==> src/rtl/ex_operand_ctrl.sv <==
// ex_operand_ctrl: ID->EX hazard detection, operand forwarding and operand-2 select for the RV32I pipeline.
// Build option FWD_EN: forward from EX/MEM and MEM/WB so that only load-use hazards stall.
module ex_operand_ctrl (
    input  logic        clk,
    input  logic        rst,
    input  logic [4:0]  Id_Rs1,
    input  logic [4:0]  Id_Rs2,
    input  logic [4:0]  Id_Rd,
    input  logic        Id_Uses_Rs1,
    input  logic        Id_Uses_Rs2,
    input  logic        Id_Reg_Write,
    input  logic        Id_Mem_Read,
    input  logic        Id_Imm_Op,
    input  logic        Ex_Branch_Taken,
    input  logic        Mem_Busy,
    output logic [1:0]  Ex_Read_Data_2_Sel,
    output logic [1:0]  Ex_Fwd_A,
    output logic [1:0]  Ex_Fwd_B,
    output logic        Pc_Write,
    output logic        If_Id_Write,
    output logic        If_Id_Flush,
    output logic        Id_Ex_Flush,
    output logic [15:0] Stall_Cycles
);

    // state | meaning
    // RUN   | last unfrozen cycle advanced normally
    // STALL | last unfrozen cycle held PC and IF/ID for a data hazard
    // FLUSH | last unfrozen cycle squashed IF/ID and ID/EX for a taken branch
    typedef enum logic [1:0] {
        RUN   = 2'd0,
        STALL = 2'd1,
        FLUSH = 2'd2
    } state_t;

    localparam logic [1:0] SEL_REG = 2'b01;
    localparam logic [1:0] SEL_IMM = 2'b10;

    state_t      state;
    logic [4:0]  ex_rd;
    logic        ex_reg_write;
    logic [1:0]  ex_sel;
    logic [4:0]  mem_rd;
    logic        mem_reg_write;
    logic [4:0]  wb_rd;
    logic        wb_reg_write;
    logic        hz;
    logic        bubble;

`ifdef FWD_EN
    localparam logic [1:0] FWD_RF  = 2'b00;
    localparam logic [1:0] FWD_MEM = 2'b01;
    localparam logic [1:0] FWD_WB  = 2'b10;

    logic [4:0]  ex_rs1;
    logic [4:0]  ex_rs2;
    logic        ex_mem_read;
`else
    // Without forwarding every RAW stalls, so the load flag carries no extra information.
    logic        unused_load;
    assign unused_load = Id_Mem_Read;
`endif

    function automatic logic rd_hit(input logic we, input logic [4:0] rd, input logic [4:0] rs);
        return we && (rd != 5'd0) && (rd == rs);
    endfunction

`ifdef FWD_EN
    assign hz = (Id_Uses_Rs1 && rd_hit(ex_mem_read, ex_rd, Id_Rs1)) ||
                (Id_Uses_Rs2 && rd_hit(ex_mem_read, ex_rd, Id_Rs2));
`else
    // The regfile is not write-through, so a writer still in WB blocks the read as well.
    assign hz = (Id_Uses_Rs1 && (rd_hit(ex_reg_write, ex_rd, Id_Rs1) ||
                                 rd_hit(mem_reg_write, mem_rd, Id_Rs1) ||
                                 rd_hit(wb_reg_write, wb_rd, Id_Rs1))) ||
                (Id_Uses_Rs2 && (rd_hit(ex_reg_write, ex_rd, Id_Rs2) ||
                                 rd_hit(mem_reg_write, mem_rd, Id_Rs2) ||
                                 rd_hit(wb_reg_write, wb_rd, Id_Rs2)));
`endif

    always_comb begin
        Pc_Write    = 1'b1;
        If_Id_Write = 1'b1;
        If_Id_Flush = 1'b0;
        Id_Ex_Flush = 1'b0;
        bubble      = 1'b0;
        if (rst) begin
            bubble = 1'b0;
        end else if (Mem_Busy) begin
            Pc_Write    = 1'b0;
            If_Id_Write = 1'b0;
        end else if (Ex_Branch_Taken) begin
            If_Id_Flush = 1'b1;
            Id_Ex_Flush = 1'b1;
            bubble      = 1'b1;
        end else if (hz) begin
            Pc_Write    = 1'b0;
            If_Id_Write = 1'b0;
            Id_Ex_Flush = 1'b1;
            bubble      = 1'b1;
        end
    end

    assign Ex_Read_Data_2_Sel = ex_sel;

`ifdef FWD_EN
    // MEM holds the younger producer, so it takes priority over WB.
    always_comb begin
        Ex_Fwd_A = FWD_RF;
        if (rd_hit(mem_reg_write, mem_rd, ex_rs1)) begin
            Ex_Fwd_A = FWD_MEM;
        end else if (rd_hit(wb_reg_write, wb_rd, ex_rs1)) begin
            Ex_Fwd_A = FWD_WB;
        end
    end

    always_comb begin
        Ex_Fwd_B = FWD_RF;
        if (rd_hit(mem_reg_write, mem_rd, ex_rs2)) begin
            Ex_Fwd_B = FWD_MEM;
        end else if (rd_hit(wb_reg_write, wb_rd, ex_rs2)) begin
            Ex_Fwd_B = FWD_WB;
        end
    end
`else
    assign Ex_Fwd_A = 2'b00;
    assign Ex_Fwd_B = 2'b00;
`endif

    always_ff @(posedge clk or posedge rst) begin
        if (rst) begin
            state <= RUN;
        end else if (!Mem_Busy) begin
            case (state)
                RUN:     state <= Ex_Branch_Taken ? FLUSH : (hz ? STALL : RUN);
                STALL:   state <= Ex_Branch_Taken ? FLUSH : (hz ? STALL : RUN);
                FLUSH:   state <= Ex_Branch_Taken ? FLUSH : (hz ? STALL : RUN);
                default: state <= RUN;
            endcase
        end
    end

    always_ff @(posedge clk or posedge rst) begin
        if (rst) begin
            ex_rd         <= 5'd0;
            ex_reg_write  <= 1'b0;
            ex_sel        <= SEL_IMM;
            mem_rd        <= 5'd0;
            mem_reg_write <= 1'b0;
            wb_rd         <= 5'd0;
            wb_reg_write  <= 1'b0;
`ifdef FWD_EN
            ex_rs1        <= 5'd0;
            ex_rs2        <= 5'd0;
            ex_mem_read   <= 1'b0;
`endif
        end else if (!Mem_Busy) begin
            wb_rd         <= mem_rd;
            wb_reg_write  <= mem_reg_write;
            mem_rd        <= ex_rd;
            mem_reg_write <= ex_reg_write;
            if (bubble) begin
                ex_rd        <= 5'd0;
                ex_reg_write <= 1'b0;
                ex_sel       <= SEL_IMM;
`ifdef FWD_EN
                ex_rs1       <= 5'd0;
                ex_rs2       <= 5'd0;
                ex_mem_read  <= 1'b0;
`endif
            end else begin
                ex_rd        <= Id_Rd;
                ex_reg_write <= Id_Reg_Write;
                ex_sel       <= Id_Imm_Op ? SEL_IMM : SEL_REG;
`ifdef FWD_EN
                ex_rs1       <= Id_Rs1;
                ex_rs2       <= Id_Rs2;
                ex_mem_read  <= Id_Mem_Read;
`endif
            end
        end
    end

    always_ff @(posedge clk or posedge rst) begin
        if (rst) begin
            Stall_Cycles <= 16'd0;
        end else if (!Mem_Busy && !Pc_Write && (Stall_Cycles != 16'hFFFF)) begin
            Stall_Cycles <= Stall_Cycles + 16'd1;
        end
    end

endmodule

==> config.mk <==
export PLATFORM = sky130hd
export DESIGN_NAME = ex_operand_ctrl
export DESIGN_NICKNAME = d
export VERILOG_FILES = /design/src/rtl/ex_operand_ctrl.sv
export SDC_FILE = /design/constraint.sdc
export NUM_CORES = 1
export LEC_CHECK = 0
export CAP_MARGIN = 20
export CORE_MARGIN = 4
export CORE_UTILIZATION = 30
export DETAILED_ROUTE_END_ITERATION = 8
export PLACE_DENSITY_LB_ADDON = 0.15
export SYNTH_ARGS = -nofsm -noshare
export SYNTH_HDL_FRONTEND = slang
export SYNTH_SLANG_ARGS = --single-unit
==> constraint.sdc <==
create_clock -name clk -period 4.9 [get_ports clk]
set_input_delay 0.98 -clock clk [delete_from_list [all_inputs] [get_ports clk]]
set_output_delay 0.98 -clock clk [all_outputs]
set_load 0.005 [all_outputs]
Yosys cells after proc, flatten, opt, wreduce, memory -nomap -nowiden --
Cells that the tools add are included.
Operators by class: add/sub/neg operators 1, reduce and logical (&&, ||, !) cells 23, multiplexer cells 15, eq/ne operators 7
Operators by type and width (count):
- 5-bit equality test | 6
- 16-bit by 1-bit adder with 16-bit output, second input constant | 1
- 16-bit inequality test, second input constant | 1
- 5-bit nonzero test | 3
- 1-bit logical AND | 13
- 1-bit two-way mux | 12
- 1-bit logical OR | 5
- 5-bit two-way mux | 1
- 2-bit two-way mux | 2
- 1-bit logical NOT | 2
Word-level totals: logic and storage cells 54, flip-flop bits (word level) 36

Longest topological paths before layout --
Gate-level depths: netlist (run 1).
depth after elaboration 14, depth in mapped cells 8

Worst setup path after synthesis (run 1) --
OpenSTA, ideal clock, no wires.
path kind input to output, start input port Id_Rs1[1], end output port Pc_Write, buffers on the path 2, slack 1.590 ns, arrival time 2.330 ns, stages on the path 8, path through xnor2_1 -> nand3_1 -> nor4_1 -> o31ai_2 -> buf_4 -> a21oi_1 -> o21ai_0 -> buf_4
Between the ends: cells in the longest elaborated chain, start to end 10, elaborated cells on any way between the ends 14, classes of those cells 3 x eq/ne; 4 x mux; 7 x reduce/logical
Ends and longest elaborated chain:
- from (decl) | RTL line 6 | input logic [4:0] Id_Rs1,
- 5-bit equality test | RTL line 65 | return we && (rd != 5'd0) && (rd == rs);
- 1-bit logical AND | RTL line 65
- 1-bit logical OR | RTL line 73 | assign hz = (Id_Uses_Rs1 && (rd_hit(ex_reg_write, ex_rd, Id_Rs1) ||
- 1-bit logical OR (*) | RTL line 74 | rd_hit(mem_reg_write, mem_rd, Id_Rs1) ||
- 1-bit logical AND (*) | RTL line 73
- 1-bit logical OR (*) | RTL line 75 | rd_hit(wb_reg_write, wb_rd, Id_Rs1))) ||
- 1-bit two-way mux (*) (4 in series)
- to (decl) | RTL line 19 | output logic Pc_Write,
Every way passes the cells marked *; elsewhere a longest branch is shown, timed or not.

Worst setup path after layout (run 1) --
start input port Id_Rs1[1], end output port Pc_Write
Between the ends: cells in the longest elaborated chain, start to end 10, elaborated cells on any way between the ends 14, classes of those cells 3 x eq/ne; 4 x mux; 7 x reduce/logical
Ends and longest elaborated chain:
- 5-bit equality test | RTL line 65
- 1-bit logical AND | RTL line 65
- 1-bit logical OR | RTL line 73
- 1-bit logical OR (*) | RTL line 74
- 1-bit logical AND (*) | RTL line 73
- 1-bit logical OR (*) | RTL line 75
- 1-bit two-way mux (*) | RTL line 96 | end else if (hz) begin
- 1-bit two-way mux (*) | RTL line 92 | end else if (Ex_Branch_Taken) begin
- 1-bit two-way mux (*) | RTL line 89 | end else if (Mem_Busy) begin
- 1-bit two-way mux (*) | RTL line 87 | if (rst) begin
Marks and branches as above.

==> out/qor.csv, run 1 <==
stage,metric,value,unit
status,run_status,"finished, final reports clean",
sta,setup_violations,0,
floorplan,start_util,0.316,
yosys,syn-cell-area,0.00206,mm2
critical_path,critical_path_class,primary input to primary output,
global_route,antenna_found_initial,0,
floorplan,die_x,91.0,um
floorplan,rows,29,
placement,place_congestion,0.782,
yosys,synth.area.top_cells,"dfrtp_1 42%, xor2_1 11%, xnor2_1 8.5%",
cells_and_area,final_area,0.00270,mm2
yosys,yosys_warnings,0,
drt,routedWlPerCell,16.1,um
critical_path,critPathArrivalTime,3300,ps
critical_path,required,3920,ps
clock_network,clockBufferDepth,2,
clock_network,holdBufCountCts,0,
clock_network,clock-sinks,36,
clock_network,cts_made_buffers,5,
drt,drt_iter0_markers,50,
critical_path,cp-start-kind,primary input,
critical_path,crit_family,buffers and inverters,
sta,drv_slew,0,
cells_and_area,synthToLayoutAreaGrowth,30.7,%
placement,port_buffers,44,
hold_path,hp-class,flip-flop to flip-flop,
yosys,syn_inst,187,
cells_and_area,nets,260,
drt,viasPerCell,5.05,
floorplan,die_h,91.0,um
clock_network,ctsResizeCount,0,
clock_network,postCtsSetupRepairBufs,0,
critical_path,crit_fanout,4,
critical_path,worst_path_max_delay_cell,clkdlybuf4s50_1,
sta,skew,10.7,ps
pwr,vdd_ir_drop_max,120,uV
clock_network,worstSkewPairLatency,290,ps
cells_and_area,drive_gt1_frac,0.148,
yosys,synth_common_cells,"35 x dfrtp_1, 25 x xor2_1, 20 x xnor2_1",
yosys,ys_seq_area_frac,0.437,
critical_path,worstPathCellList,"clkdlybuf4s50_1, xnor2_1, nand3_1, nor4_1, o31ai_2, a21oi_1, o21ai_0, clkdlybuf4s50_1",
run,drv_cap,0,
yosys,ys_types,35,
drt,wl,5.04,mm
yosys,synth-seq-cells,36,
cells_and_area,fillers,624,
sta,fin_setup_tns,0,ps
sta,period_share,0.874,
cells_and_area,multiInputGateArea,0.00108,mm2
sta,max_slew_margin,0.420,
floorplan,dieArea,0.00827,mm2
yosys,synth_top_area_cell,dfrtp_1,
floorplan,core_area,0.00653,mm2
drt,drcViolationCount,0,
pwr,pwr_density_cell,294,mW/mm2
global_route,grt-ovfl-total,0,
critical_path,crit_buf_inv,2,
clock_network,cts_root_buf,clkbuf_8,
sta,hold_violations,0,
floorplan,num_io_pins,50,
placement,post-place-ws,546,ps
yosys,synth-async-reset-ratio,1.00,
global_route,grt_max_degree,37,
sta,setup_ws,618,ps
drt,ant_nets,0,
clock_network,htree_levels,2,
drt,drt_pass1_iterations,4,
critical_path,crit_top_cell,clkdlybuf4s50_1,
sta,max_freq,234,MHz
critical_path,critPathMaxStageDelay,560,ps
sta,finalCriticalPeriod,4280,ps
drt,num_vias,1581,
cells_and_area,regArea,902,um2
critical_path,worst_setup_path_end_kind,primary output,
yosys,yosysMostFrequentCell,dfrtp_1,
pwr,finalPower,792,uW
yosys,synth_flop_cell,dfrtp_1,
global_route,grt_first_pass_wirelength,8.53,mm
clock_network,tritoncts,done,
placement,dpl-instance-area,0.00258,mm2
sta,rsz0062_at_grt,no,
yosys,synth_edf_count,0,
global_route,grt_pass1_vias,1697,
placement,dp_hpwl,3.63,mm
clock_network,clk_pin_slew,90,ps
yosys,netlist.area_leader.share,0.424,
global_route,grt_util_all_layers,0.128,
yosys,synth.avg_cell_area,11.0,um2
sta,worstMarginPinSlew,863,ps
cells_and_area,antennaDiodeCount,0,
pwr,leakage,1.13,nW
-- power breakdown --
part | switching, mW | total, mW | internal (mW)
combinational | 0.0607 | 0.148 | 0.0874
sequential | 0.0411 | 0.367 | 0.326
clock | 0.124 | 0.277 | 0.153
-- placed cells by master (no fill, tap or decap), types with 2 or more instances in the layout --
master	Yosys	final
a211oi_1	4	4
inv_1	5	5
nor2_1	7	7
buf_4	8	6
xnor2_1	20	20
nor4_1	6	6
clkbuf_8	0	5
mux2i_1	6	6
nand3_1	11	11
or4_1	3	3
a2111oi_0	10	10
o21ai_2	2	2
o31ai_1	2	2
conb_1	1	4
clkdlybuf4s50_1	0	44
o31ai_2	2	2
nand4_1	2	2
nand2_1	7	7
nor3_1	2	2
xor2_1	25	25
dfrtp_1	35	35
mux2_2	12	12
-- layout make-up --
class	count	share of cell area
multi-input cells	137	0.400
well taps	77	0.0357
inverters	5	0.00696
repair buffers	50	0.180
clock buffers	5	0.0255
clock inverters	3	0.0172
flip-flops and latches	36	0.334
-- worst paths after layout --
kind	start	endpoint	slack, ps	cells past startpoint
worst max-delay path	Id_Rs1[1]	Pc_Write	620	8
worst min-delay path	Ex_Read_Data_2_Sel[0]$_DFFE_PP0N_	Ex_Read_Data_2_Sel[0]$_DFFE_PP0N_	500	2
worst max register to register	mem_rd[1]$_DFFE_PP0N_	Stall_Cycles[5]$_DFFE_PP0P_	2310	7
worst min register to register	Ex_Read_Data_2_Sel[0]$_DFFE_PP0N_	Ex_Read_Data_2_Sel[0]$_DFFE_PP0N_	500	2
max in group asynchronous	rst	Ex_Read_Data_2_Sel[1]$_DFFE_PP1N_	3300	3
min in group asynchronous	rst	ex_rd[0]$_DFFE_PP0N_	1230	3
-- kinds of logic (layout without fill, tap and decap cells) --
group | count (synthesis) | in the layout | share of synthesized area
flip-flops | 36 | 36 | 0.437
buffers and inverters | 17 | 63 | 0.0455
adder cells (fa/ha/maj) | 1 | 1 | 0.00606
AND/OR/NAND/NOR | 42 | 42 | 0.105
other | 1 | 4 | 0.00182
multiplexers | 19 | 19 | 0.102
XOR/XNOR | 45 | 45 | 0.191
AO/OA/AOI/OAI | 26 | 26 | 0.112
-- metrics by stage --
stage	utilization	hold slack, ps	std cells
after global placement	0.395	472	305
after floorplan	-	475	190
after CTS	0.413	501	313
after detailed placement	0.395	476	305
final	0.413	495	313
after global routing	0.413	531	313
-- sequential cells by signal, summed over array words and instances (netlist names) --
signal / cells
wb_rd: 5
wb_reg_write: 1
ex_reg_write: 1
Stall_Cycles: 16
Ex_Read_Data_2_Sel: 2
mem_rd: 5
ex_rd: 5
mem_reg_write: 1
-- routing by layer --
layer,up-vias,share of wire,global-route usage
met3,7,0.061,0.0388
met1,767,0.47,0.168
met2,49,0.45,0.204
met5,-,0,0
met4,0,0.013,0.0389
li1,758,-,-
-- tightest hold or removal path: stages (launching register included) --
cell	delay (ps)
dfrtp_1	360
nand2_1	50
o31ai_1	50
No activity file was read; power rests on OpenSTA's default activity.
==> inputs of run 2 (changes only) <==
--- a/config.mk
+++ b/config.mk
@@ -10,6 +10,7 @@
 export CORE_UTILIZATION = 30
 export DETAILED_ROUTE_END_ITERATION = 8
 export PLACE_DENSITY_LB_ADDON = 0.15
+export RECOVER_POWER = 50
 export SYNTH_ARGS = -nofsm -noshare
 export SYNTH_HDL_FRONTEND = slang
 export SYNTH_SLANG_ARGS = --single-unit
==> out/qor.csv, run 2 (synthesis gave the netlist of run 1 again) <==
stage,metric,value,unit
global_route,grt_first_pass_wirelength,8.53,mm
critical_path,crit_cells,8,
pwr,leakage,1.12,nW
critical_path,reg2reg_depth,7,
global_route,grt_max_degree,37,
clock_network,htree_levels,2,
floorplan,start_util,0.316,
drt,viasPerCell,5.06,
critical_path,critPathArrivalTime,3300,ps
drt,wl,5.02,mm
drt,routedWlPerCell,16.0,um
global_route,antenna_found_initial,0,
pwr,pwr_density_cell,294,mW/mm2
critical_path,worst_setup_path_end_kind,primary output,
global_route,grt_pass1_vias,1697,
pwr,vdd_ir_drop_max,120,uV
sta,rsz0062_at_grt,no,
critical_path,required,3920,ps
drt,ant_nets,0,
sta,fin_setup_tns,0,ps
cells_and_area,nets,260,
floorplan,core_area,0.00653,mm2
drt,drt_pass1_iterations,4,
pwr,p_int,566,uW
clock_network,tritoncts,done,
clock_network,worstSkewPairLatency,290,ps
sta,drv_slew,37,
critical_path,worstPathCellList,"clkdlybuf4s50_1, xnor2_1, nand3_1, nor4_1, o31ai_2, a21oi_1, o21ai_0, clkdlybuf4s50_1",
drt,num_vias,1583,
clock_network,cts_made_buffers,5,
clock_network,ctsResizeCount,0,
sta,setup_violations,0,
cells_and_area,most-common-layout-cells,"41 x clkdlybuf4s50_1, 35 x dfrtp_1, 25 x xor2_1",
run,drv_cap,1,
critical_path,crit_top_cell,clkdlybuf4s50_1,
sta,max_slew_margin,-0.347,
pwr,swShare,0.285,
pwr,pwr-share-seq,0.464,
floorplan,num_io_pins,50,
sta,setup_ws,620,ps
global_route,grt-ovfl-total,0,
placement,place_congestion,0.782,
global_route,grt_util_all_layers,0.128,
clock_network,clk_pin_slew,90,ps
critical_path,critical_path_class,primary input to primary output,
critical_path,crit_family,buffers and inverters,
sta,worstMarginPinSlew,2020,ps
status,run_status,"finished, violations left",
sta,max_freq,234,MHz
placement,post-place-ws,546,ps
cells_and_area,antennaDiodeCount,0,
floorplan,rows,29,
sta,skew,10.3,ps
sta,period_share,0.873,
critical_path,crit_buf_inv,2,
cells_and_area,synthToLayoutAreaGrowth,30.3,%
clock_network,holdBufCountCts,0,
clock_network,postCtsSetupRepairBufs,0,
sta,fin_hold_ws,497,ps
pwr,p_switching,225,uW
clock_network,clock-sinks,36,
cells_and_area,fin_util,0.412,
placement,dp_hpwl,3.63,mm
pwr,power_frac_comb,0.186,
cells_and_area,final_common_cell,clkdlybuf4s50_1,
hold_path,whs_path_depth,2,
clock_network,clockBufferDepth,2,
sta,hold_violations,0,
floorplan,die_x,91.0,um
clock_network,cts_root_buf,clkbuf_8,
floorplan,die_h,91.0,um
critical_path,worst_path_max_delay_cell,clkdlybuf4s50_1,
pwr,pwr-share-clk,0.350,
sta,finalCriticalPeriod,4280,ps
drt,drt_iter0_markers,50,
critical_path,cp-start-kind,primary input,
placement,port_buffers,44,
cells_and_area,largest_reg_flops,16,
critical_path,crit_fanout,4,
cells_and_area,largest_register,Stall_Cycles,
cells_and_area,fin_cells,313,
floorplan,dieArea,0.00827,mm2
critical_path,critPathMaxStageDelay,560,ps
hold_path,hp-class,flip-flop to flip-flop,
cells_and_area,drive_gt1_frac,0.140,
placement,place_inst,305,
status,failed_checks,"capacitance limit, slew limit",
drt,drcViolationCount,0,
run 2: cell count changes in the layout (fill, tap and decap cells not counted), sizes merged:
cell | before | now
dlygate4sd3 | 0 | 3
clkbuf | 5 | 7
clkdlybuf4s50 | 44 | 41
buf | 6 | 4
run 2: stage by stage:
step           total power, mW  instance area [um2]
2_1_floorplan            0.460                 2080
3_3_place_gp             0.522                 2580
3_5_place_dp             0.523                 2580
4_1_cts                  0.804                 2700
5_1_grt                  0.840                 2690
6_report                 0.791                 2690
run 2: path summary, 6_finish.rpt:
check | start | to | slack [ps]
min in group asynchronous | rst | ex_rd[0]$_DFFE_PP0N_ | 1960
max in group asynchronous | rst | Stall_Cycles[10]$_DFFE_PP0P_ | 1780
hold reg to reg | Ex_Read_Data_2_Sel[0]$_DFFE_PP0N_ | Ex_Read_Data_2_Sel[0]$_DFFE_PP0N_ | 500
setup / recovery | Id_Rs1[1] | Pc_Write | 620
hold / removal | Ex_Read_Data_2_Sel[0]$_DFFE_PP0N_ | Ex_Read_Data_2_Sel[0]$_DFFE_PP0N_ | 500
setup reg to reg | mem_rd[1]$_DFFE_PP0N_ | Stall_Cycles[5]$_DFFE_PP0P_ | 2310
run 2: power by group through the flow:
stage / registers (mW) / clock network (mW) / logic (mW)
2_1_floorplan: 0.361 / 0 / 0.0993
3_3_place_gp: 0.374 / 0 / 0.148
3_5_place_dp: 0.374 / 0 / 0.149
4_1_cts: 0.368 / 0.286 / 0.150
5_1_grt: 0.373 / 0.302 / 0.165
6_report: 0.367 / 0.277 / 0.147
run 2: area by class of cell:
type | count | area (um2)
Tap cell | 77 | 96.3
Multi-Input combinational cell | 137 | 1080
Inverter | 5 | 18.8
Fill cell | 626 | 3840
Sequential cell | 36 | 902
Timing Repair Buffer | 50 | 478
Clock inverter | 3 | 46.3
Clock buffer | 5 | 68.8
run 2: worst reg2reg max path, delay by kind of cell (launching register included):
family	cells	cell delay, ps
AO/OA/AOI/OAI	3	850
AND/OR/NAND/NOR	2	640
buffers and inverters	1	290
flip-flops	1	470
XOR/XNOR	1	190
run 2: layer usage:
layer | vias to the layer above | part of all wire | wire length [um] | track usage
met3 | 7 | 0.062 | 310 | 0.0388
met1 | 768 | 0.47 | 2370 | 0.168
met4 | 0 | 0.013 | 63 | 0.0389
li1 | 759 | - | - | -
met5 | - | 0 | 0 | 0
met2 | 49 | 0.45 | 2270 | 0.204
==> inputs of run 3 (changes only) <==
--- a/config.mk
+++ b/config.mk
@@ -5,10 +5,10 @@
 export SDC_FILE = /design/constraint.sdc
 export NUM_CORES = 1
 export LEC_CHECK = 0
-export CAP_MARGIN = 20
 export CORE_MARGIN = 4
 export CORE_UTILIZATION = 30
 export DETAILED_ROUTE_END_ITERATION = 8
+export GPL_ROUTABILITY_DRIVEN = 0
 export PLACE_DENSITY_LB_ADDON = 0.15
 export RECOVER_POWER = 50
 export SYNTH_ARGS = -nofsm -noshare
==> constraint.sdc (replaced) <==
create_clock -name clk -period 4.05 [get_ports clk]
set_input_delay 0.81 -clock clk [delete_from_list [all_inputs] [get_ports clk]]
set_output_delay 0.81 -clock clk [all_outputs]
set_load 0.005 [all_outputs]
==> out/qor.csv, run 3 (synthesis gave the netlist of run 1 again) <==
stage,metric,value,unit
sta,fin_setup_tns,0,ps
pwr,leakage,1.11,nW
floorplan,core_area,0.00653,mm2
pwr,vdd_ir_drop_max,159,uV
drt,routedWlPerCell,16.2,um
clock_network,clock-sinks,36,
cells_and_area,nets,261,
cells_and_area,drive_gt1_frac,0.143,
cells_and_area,largest_register,Stall_Cycles,
clock_network,tritoncts,done,
drt,num_vias,1537,
sta,skew,9.44,ps
floorplan,start_util,0.316,
clock_network,holdBufCountCts,0,
clock_network,cts_made_buffers,5,
sta,max_freq,257,MHz
global_route,grt-ovfl-total,0,
critical_path,crit_fanout,4,
pwr,finalPower,896,uW
critical_path,critPathArrivalTime,3080,ps
drt,wl_met1,2.54,mm
critical_path,crit_buf_inv,2,
global_route,grt_pass1_vias,1619,
drt,wl_met2,2.25,mm
floorplan,die_h,91.0,um
floorplan,num_io_pins,50,
drt,wl,5.10,mm
sta,max_slew_margin,-0.325,
critical_path,required,3240,ps
global_route,grt_max_degree,37,
sta,finalCriticalPeriod,3890,ps
drt,viasPerCell,4.89,
drt,wl_met3,276,um
clock_network,htree_levels,2,
critical_path,critPathMaxStageDelay,570,ps
clock_network,cts_root_buf,clkbuf_8,
critical_path,worstPathCellList,"clkdlybuf4s50_1, xnor2_1, nand3_1, nor4_1, o31ai_2, a21oi_1, o21ai_0, clkdlybuf4s50_1",
critical_path,worst_path_max_delay_cell,clkdlybuf4s50_1,
status,failed_checks,"capacitance limit, slew limit",
clock_network,clockBufferDepth,2,
drt,drt_pass1_iterations,4,
clock_network,postCtsSetupRepairBufs,0,
drt,drt_iter0_markers,63,
drt,ant_nets,0,
placement,port_buffers,44,
floorplan,die_x,91.0,um
sta,hold_violations,0,
hold_path,hp-class,flip-flop to flip-flop,
run,drv_cap,1,
drt,drcViolationCount,0,
critical_path,worst_setup_path_end_kind,primary output,
placement,dp_hpwl,3.67,mm
sta,drv_slew,37,
sta,setup_violations,0,
cells_and_area,antennaDiodeCount,0,
cells_and_area,synthToLayoutAreaGrowth,29.6,%
clock_network,worstSkewPairLatency,290,ps
sta,worstMarginPinSlew,1990,ps
sta,period_share,0.960,
pwr,pwr_density_cell,335,mW/mm2
clock_network,clk_pin_slew,90,ps
critical_path,critical_path_class,primary input to primary output,
global_route,antenna_found_initial,0,
sta,rsz0062_at_grt,no,
global_route,grt_first_pass_wirelength,8.60,mm
critical_path,crit_top_cell,clkdlybuf4s50_1,
drt,topRoutingLayerUsed,met4,
cells_and_area,final_common_cell,clkdlybuf4s50_1,
critical_path,cp-start-kind,primary input,
cells_and_area,largest_reg_flops,16,
critical_path,crit_family,buffers and inverters,
cells_and_area,most-common-layout-cells,"42 x clkdlybuf4s50_1, 35 x dfrtp_1, 25 x xor2_1",
status,run_status,"finished, violations left",
floorplan,rows,29,
global_route,grt_util_all_layers,0.131,
sta,fin_hold_ws,495,ps
clock_network,ctsResizeCount,0,
floorplan,dieArea,0.00827,mm2
-- run 3: report_power, final --
group | switching (mW) | internal (mW) | leakage, nW
Combinational | 0.0729 | 0.105 | 0.616
Sequential | 0.0520 | 0.394 | 0.456
Clock | 0.150 | 0.122 | 0.0404
Total | 0.275 | 0.622 | 1.11
-- run 3: per-layer routing --
| layer | track usage | vias to the layer above |
|---|---|---|
| met5 | 0 | - |
| met4 | 0.0302 | 0 |
| met3 | 0.0479 | 4 |
| met2 | 0.196 | 42 |
| met1 | 0.180 | 726 |
| li1 | - | 765 |
-- run 3: final timing paths --
| path | cells past startpoint | start | slack (ps) | to |
|---|---|---|---|---|
| setup / recovery | 8 | Id_Rs1[4] | 160 | If_Id_Write |
| hold / removal | 2 | Ex_Read_Data_2_Sel[0]$_DFFE_PP0N_ | 500 | Ex_Read_Data_2_Sel[0]$_DFFE_PP0N_ |
| setup reg to reg | 7 | ex_rd[4]$_DFFE_PP0N_ | 1550 | Stall_Cycles[1]$_DFFE_PP0P_ |
| hold reg to reg | 2 | Ex_Read_Data_2_Sel[0]$_DFFE_PP0N_ | 500 | Ex_Read_Data_2_Sel[0]$_DFFE_PP0N_ |
| max in group asynchronous | 3 | rst | 1150 | Stall_Cycles[15]$_DFFE_PP0P_ |
| min in group asynchronous | 3 | rst | 1760 | Stall_Cycles[6]$_DFFE_PP0P_ |
-- run 3: cell type report --
class | instances | area [um2]
clock buffers | 5 | 68.8
clock inverters | 3 | 23.8
fillers | 642 | 3860
inverters | 5 | 18.8
multi-input cells | 137 | 1080
flip-flops and latches | 36 | 902
well taps | 77 | 96.3
repair buffers | 51 | 485
-- run 3: tightest hold or removal path: stages (launching register included) --
cell and delay (ps):
dfrtp_1 360, nand2_1 50, o31ai_1 50
-- run 3: through the flow --
step | utilization | std cells | setup WS, ps | cell area [um2]
after floorplan | - | 190 | 975 | 2080
after detailed placement | 0.397 | 306 | 130 | 2590
after global placement | 0.397 | 306 | 161 | 2590
final | 0.410 | 314 | 162 | 2680
after global routing | 0.410 | 314 | 6.98 | 2680
after CTS | 0.411 | 314 | 111 | 2680
